--- src/rtl/hazard_ctrl.sv ---
// hazard_ctrl: stall, flush and ALU-forwarding control for the 5-stage RISC-V pipeline.
// Define HAZARD_PERF_CNT_EN to build the stall_count performance counter; otherwise it reads 0.
module hazard_ctrl #(
    parameter int unsigned LOAD_STALL_CYCLES = 1,
    parameter int unsigned MC_TIMEOUT        = 64,
    parameter int unsigned CNT_W             = 16
) (
    input  logic             clk,
    input  logic             reset,
    input  logic [4:0]       d_rs1,
    input  logic [4:0]       d_rs2,
    input  logic             d_use_rs1,
    input  logic             d_use_rs2,
    input  logic [4:0]       e_rd,
    input  logic             e_regwrite,
    input  logic             e_is_load,
    input  logic             e_branch_taken,
    input  logic             e_mc_start,
    input  logic             mc_done,
    input  logic [4:0]       e_rs1,
    input  logic [4:0]       e_rs2,
    input  logic [4:0]       m_rd,
    input  logic             m_regwrite,
    input  logic [4:0]       w_rd,
    input  logic             w_regwrite,
    output logic             stall_if,
    output logic             stall_id,
    output logic             stall_ex,
    output logic             bubble_ex,
    output logic             bubble_mem,
    output logic             flush_id,
    output logic [1:0]       fwd_a_sel,
    output logic [1:0]       fwd_b_sel,
    output logic             mc_timeout,
    output logic [1:0]       state_o,
    output logic [CNT_W-1:0] stall_count
);

    localparam int unsigned TMR_W = $clog2(MC_TIMEOUT + 1);

    typedef enum logic [1:0] {
        RUN     = 2'b00,
        LDSTALL = 2'b01,
        MCWAIT  = 2'b10
    } state_t;

    state_t           state_q, state_d;
    logic [2:0]       rem_q, rem_d;
    logic [TMR_W-1:0] tmr_q, tmr_d;
    logic             timeout_q, timeout_d;
    logic             load_use;

    function automatic logic [1:0] fwd_sel(input logic [4:0] rs);
        if (m_regwrite && m_rd != 5'd0 && m_rd == rs)
            return 2'b01;
        else if (w_regwrite && w_rd != 5'd0 && w_rd == rs)
            return 2'b10;
        else
            return 2'b00;
    endfunction

    assign load_use = e_is_load && e_regwrite && e_rd != 5'd0 &&
                      ((d_use_rs1 && d_rs1 == e_rd) || (d_use_rs2 && d_rs2 == e_rd));

    always_ff @(posedge clk or posedge reset) begin
        if (reset) begin
            state_q   <= RUN;
            rem_q     <= '0;
            tmr_q     <= '0;
            timeout_q <= 1'b0;
        end else begin
            state_q   <= state_d;
            rem_q     <= rem_d;
            tmr_q     <= tmr_d;
            timeout_q <= timeout_d;
        end
    end

    // Inputs are masked while reset is high so every control output reads as idle RUN.
    always_comb begin
        state_d    = state_q;
        rem_d      = rem_q;
        tmr_d      = tmr_q;
        timeout_d  = timeout_q;
        stall_if   = 1'b0;
        stall_id   = 1'b0;
        stall_ex   = 1'b0;
        bubble_ex  = 1'b0;
        bubble_mem = 1'b0;
        flush_id   = 1'b0;
        fwd_a_sel  = 2'b00;
        fwd_b_sel  = 2'b00;
        if (!reset) begin
            fwd_a_sel = fwd_sel(e_rs1);
            fwd_b_sel = fwd_sel(e_rs2);
            unique case (state_q)
                RUN: begin
                    if (e_mc_start) begin
                        stall_if   = 1'b1;
                        stall_id   = 1'b1;
                        stall_ex   = 1'b1;
                        bubble_mem = 1'b1;
                        state_d    = MCWAIT;
                        tmr_d      = TMR_W'(1);
                    end else if (e_branch_taken) begin
                        flush_id  = 1'b1;
                        bubble_ex = 1'b1;
                    end else if (load_use) begin
                        stall_if  = 1'b1;
                        stall_id  = 1'b1;
                        bubble_ex = 1'b1;
                        if (LOAD_STALL_CYCLES > 1) begin
                            state_d = LDSTALL;
                            rem_d   = 3'(LOAD_STALL_CYCLES - 1);
                        end
                    end
                end
                LDSTALL: begin
                    stall_if  = 1'b1;
                    stall_id  = 1'b1;
                    bubble_ex = 1'b1;
                    if (rem_q == 3'd1)
                        state_d = RUN;
                    else
                        rem_d = rem_q - 3'd1;
                end
                MCWAIT: begin
                    if (mc_done) begin
                        state_d = RUN;
                    end else if (tmr_q == TMR_W'(MC_TIMEOUT)) begin
                        timeout_d = 1'b1;
                        state_d   = RUN;
                    end else begin
                        stall_if   = 1'b1;
                        stall_id   = 1'b1;
                        stall_ex   = 1'b1;
                        bubble_mem = 1'b1;
                        tmr_d      = tmr_q + TMR_W'(1);
                    end
                end
                default: state_d = RUN;
            endcase
        end
    end

    assign state_o    = state_q;
    assign mc_timeout = timeout_q;

`ifdef HAZARD_PERF_CNT_EN
    logic [CNT_W-1:0] cnt_q, cnt_d;

    always_comb begin
        cnt_d = cnt_q;
        if (stall_if)
            cnt_d = cnt_q + CNT_W'(1);
    end

    always_ff @(posedge clk or posedge reset) begin
        if (reset)
            cnt_q <= '0;
        else
            cnt_q <= cnt_d;
    end

    assign stall_count = cnt_q;
`else
    assign stall_count = '0;
`endif

endmodule

--- config.mk ---
export PLATFORM = sky130hd
export DESIGN_NAME = hazard_ctrl
export DESIGN_NICKNAME = d
export VERILOG_FILES = /design/src/rtl/hazard_ctrl.sv
export SDC_FILE = /design/constraint.sdc
export NUM_CORES = 1
export LEC_CHECK = 0
export BUFFER_PORTS_ARGS = -buffer_cell sky130_fd_sc_hd__clkbuf_2
export CORE_MARGIN = 1
export CORE_UTILIZATION = 41
export DETAILED_ROUTE_END_ITERATION = 8
export PLACE_DENSITY_LB_ADDON = 0.2
export SYNTH_ARGS = -nofsm -noshare
export SYNTH_HDL_FRONTEND = slang
export SYNTH_SLANG_ARGS = --single-unit
--- constraint.sdc ---
create_clock -name clk -period 3.3 [get_ports clk]
set_clock_uncertainty 0.2 [all_clocks]
set_input_delay 0.99 -clock clk [delete_from_list [all_inputs] [get_ports clk]]
set_output_delay 0.99 -clock clk [all_outputs]
set_load 0.01 [all_outputs]
==> results.md <==
- Share of the synthesized area in the top cell type: 0.207
- Vias in the first global route: 1053
- Max H-tree Level: 1
- Synth Cell Area: 0.00109 sq mm
- Starting Density: 0.436
- CP max FO: 2
- Static leakage: 0.817 nW
- Hold_ws: 0.286 ns
- Vias per cell: 5.00
- PwrDens: 292 mW/mm^2
- Req. time, crit path: 2.11 ns
- CP Capture Type: primary output
- PortBufs: 57
- Worst reg2reg setup slack: 0.84 ns
- Drt total wl: 3.04 mm
- Chip height: 53.6 microns
- Maximum root-to-sink buffer count: 2
- Worst-Skew Late Latency: 0.26 ns
- GR Util All Layers: 0.213
- Fmax: 0.287 GHz
- CTS Buf Count: 3
- Via count: 1221
- Mean Syn Cell Area: 8.19 sq um
- Max cap viols: 0
- #FFs+latches synth: 9
- Dominant cells by area after synthesis: dfrtp_1 (21%), xor2_1 (14%), buf_4 (13%)
- Global route overflow: 0
- Gp weighted congestion: 0.840
- Synth cell types: 35
- Slew Viols, Final: 0
- Tot Pwr: 483 uW
- Critical Path, Cell by Cell: clkbuf_2, or4_4, o21ai_4, nor3_2, nor4_4, buf_2
- Initial antenna violation count: 0
- Post-Layout Cell Count: 244
- Ports: 75
- Largest net degree at the start of global routing: 14
- Worst slew margin: 0.636
- Status: finished with violations
- Setup violators final: 7
- Cell Count Post-Placement: 238
- Slew @ Worst Pin: 0.541 ns
- Final Cell Area: 0.00166 sq mm
- Failing checks: negative setup slack
- Hold crit path type: flop to flop
- Row cnt: 18
- Post-synth EDFFs: 0
- CTS Sinks: 9
- Period utilization: 1.06
- Async set-reset flop share out of synthesis: 1.00
- Post-DP HPWL: 2.55 mm
- Initial DRC Count: 15
- CTS root buf: clkbuf_4
- Final WS setup: -0.190 ns
- Gate Count Post-Synth: 133
- CTS tree: yes
- Fillers: 206
- Arrival time worst endpoint: 2.30 ns
- Full die area: 0.00287 sq mm
- Post-synth top area cell: dfrtp_1
- CP peak stage delay: 0.53 ns
- Core area: 0.00250 sq mm
- First-pass GRT wire length: 4.35 mm
- P&R area growth vs syn: 52.1%
- ANT cells: 0
- Worst vdd ir: 0.000303 V
- Post-DRT Antenna Nets: 0
- Final Core Density: 0.663
- Prevailing post-synth register cell: dfrtp_1
- Fin. Hold Viols: 0
- Crit-path slowest cell: or4_4
- CP Class: primary input to primary output
- Synth warn: 0
- Clock-pin slew of the registers on the worst-case setup and hold paths: 0.07 ns
- Place WS: -0.222 ns
- Die width: 53.6 microns
- Crit path time final: 3.49 ns
- Drt first pass iters: 4
- Wirelength per Cell: 12.5 microns
- Setup TNS: -0.611 ns
- RSZ-0062 raised after global routing: true
- Crit path launch type: primary input
- Placed Area: 0.00154 sq mm
- Post-synthesis sequential area ratio: 0.207
- DRC Markers: 0
- # nets final: 263
- Layout cells sized above 1: 0.481
## cells by family after synthesis
kind of cell / synth area share
simple gates: 0.207
xor+xnor: 0.241
buf+inv: 0.163
compound gates: 0.147
flops: 0.207
fa+ha+maj: 0.0230
other cells: 0.00344
mux: 0.00919
## state kept, by name, summed over array words and instances (netlist names)
register    count
tmr_q           7
mc_timeout      1
state_o         1
## worst paths after layout
check | start | to | cells after the start
worst max-delay path | m_rd[2] | fwd_a_sel[1] | 6
worst min-delay path | mc_timeout$_DFFE_PP0P_ | mc_timeout$_DFFE_PP0P_ | 1
worst max register to register | tmr_q[0]$_DFFE_PP0P_ | tmr_q[5]$_DFFE_PP0P_ | 7
worst min register to register | mc_timeout$_DFFE_PP0P_ | mc_timeout$_DFFE_PP0P_ | 1
max in group asynchronous | reset | tmr_q[4]$_DFFE_PP0P_ | 3
min in group asynchronous | reset | mc_timeout$_DFFE_PP0P_ | 3
## cell type report
type | count | area [sq um] | area share
multi-input cells | 112 | 852 | 0.514
repair buffers | 82 | 487 | 0.294
flip-flops and latches | 9 | 225 | 0.136
well taps | 30 | 37.5 | 0.0226
inverters | 7 | 30.0 | 0.0181
clock buffers | 4 | 26.3 | 0.0158
## layer usage
layer | wire [microns] | GRT usage
met1 | 1230 | 0.239
met2 | 1560 | 0.410
met3 | 245 | 0.0593
met4 | 8 | 0.0175
met5 | 0 | 0
## layout by cell type, fill, tap and decap left out, drive strengths merged, types with 5 or more instances in the layout
master,instances
xor2,18
clkbuf,57
a21oi,5
nand2,5
nor4,7
conb,17
or4,7
o21ai,8
buf,29
inv,6
xnor2,12
dfrtp,9
## worst max-delay path: cells and delay by family
family                 cells  cell delay, ns
buffers and inverters      2            0.27
AOI/OAI and AO/OA          1            0.16
and+or+nand+nor            3            0.89
## Yosys cell counts (all sizes together), types with 3 or more instances
library cell	number
nor3	3
dfrtp	9
a21oi	5
nand2	5
nor4	7
xnor2	12
o21ai	8
or4	7
nand3	4
xor2	18
and3	3
or3	3
buf	20
inv	7
## what timing repair did
item                       4_1_cts  5_1_grt
setup buffers                    2        0
gates resized for setup          8        9
pin swaps                        9        4
setup endpoints to repair        7        7
hold buffers                     0        0
## power breakdown
group,switching [mW],internal (mW)
Combinational,0.125,0.110
Sequential,0.0278,0.131
Clock,0.0430,0.0468
Total,0.196,0.288
Note: power is estimated with default switching activity, not from simulation.
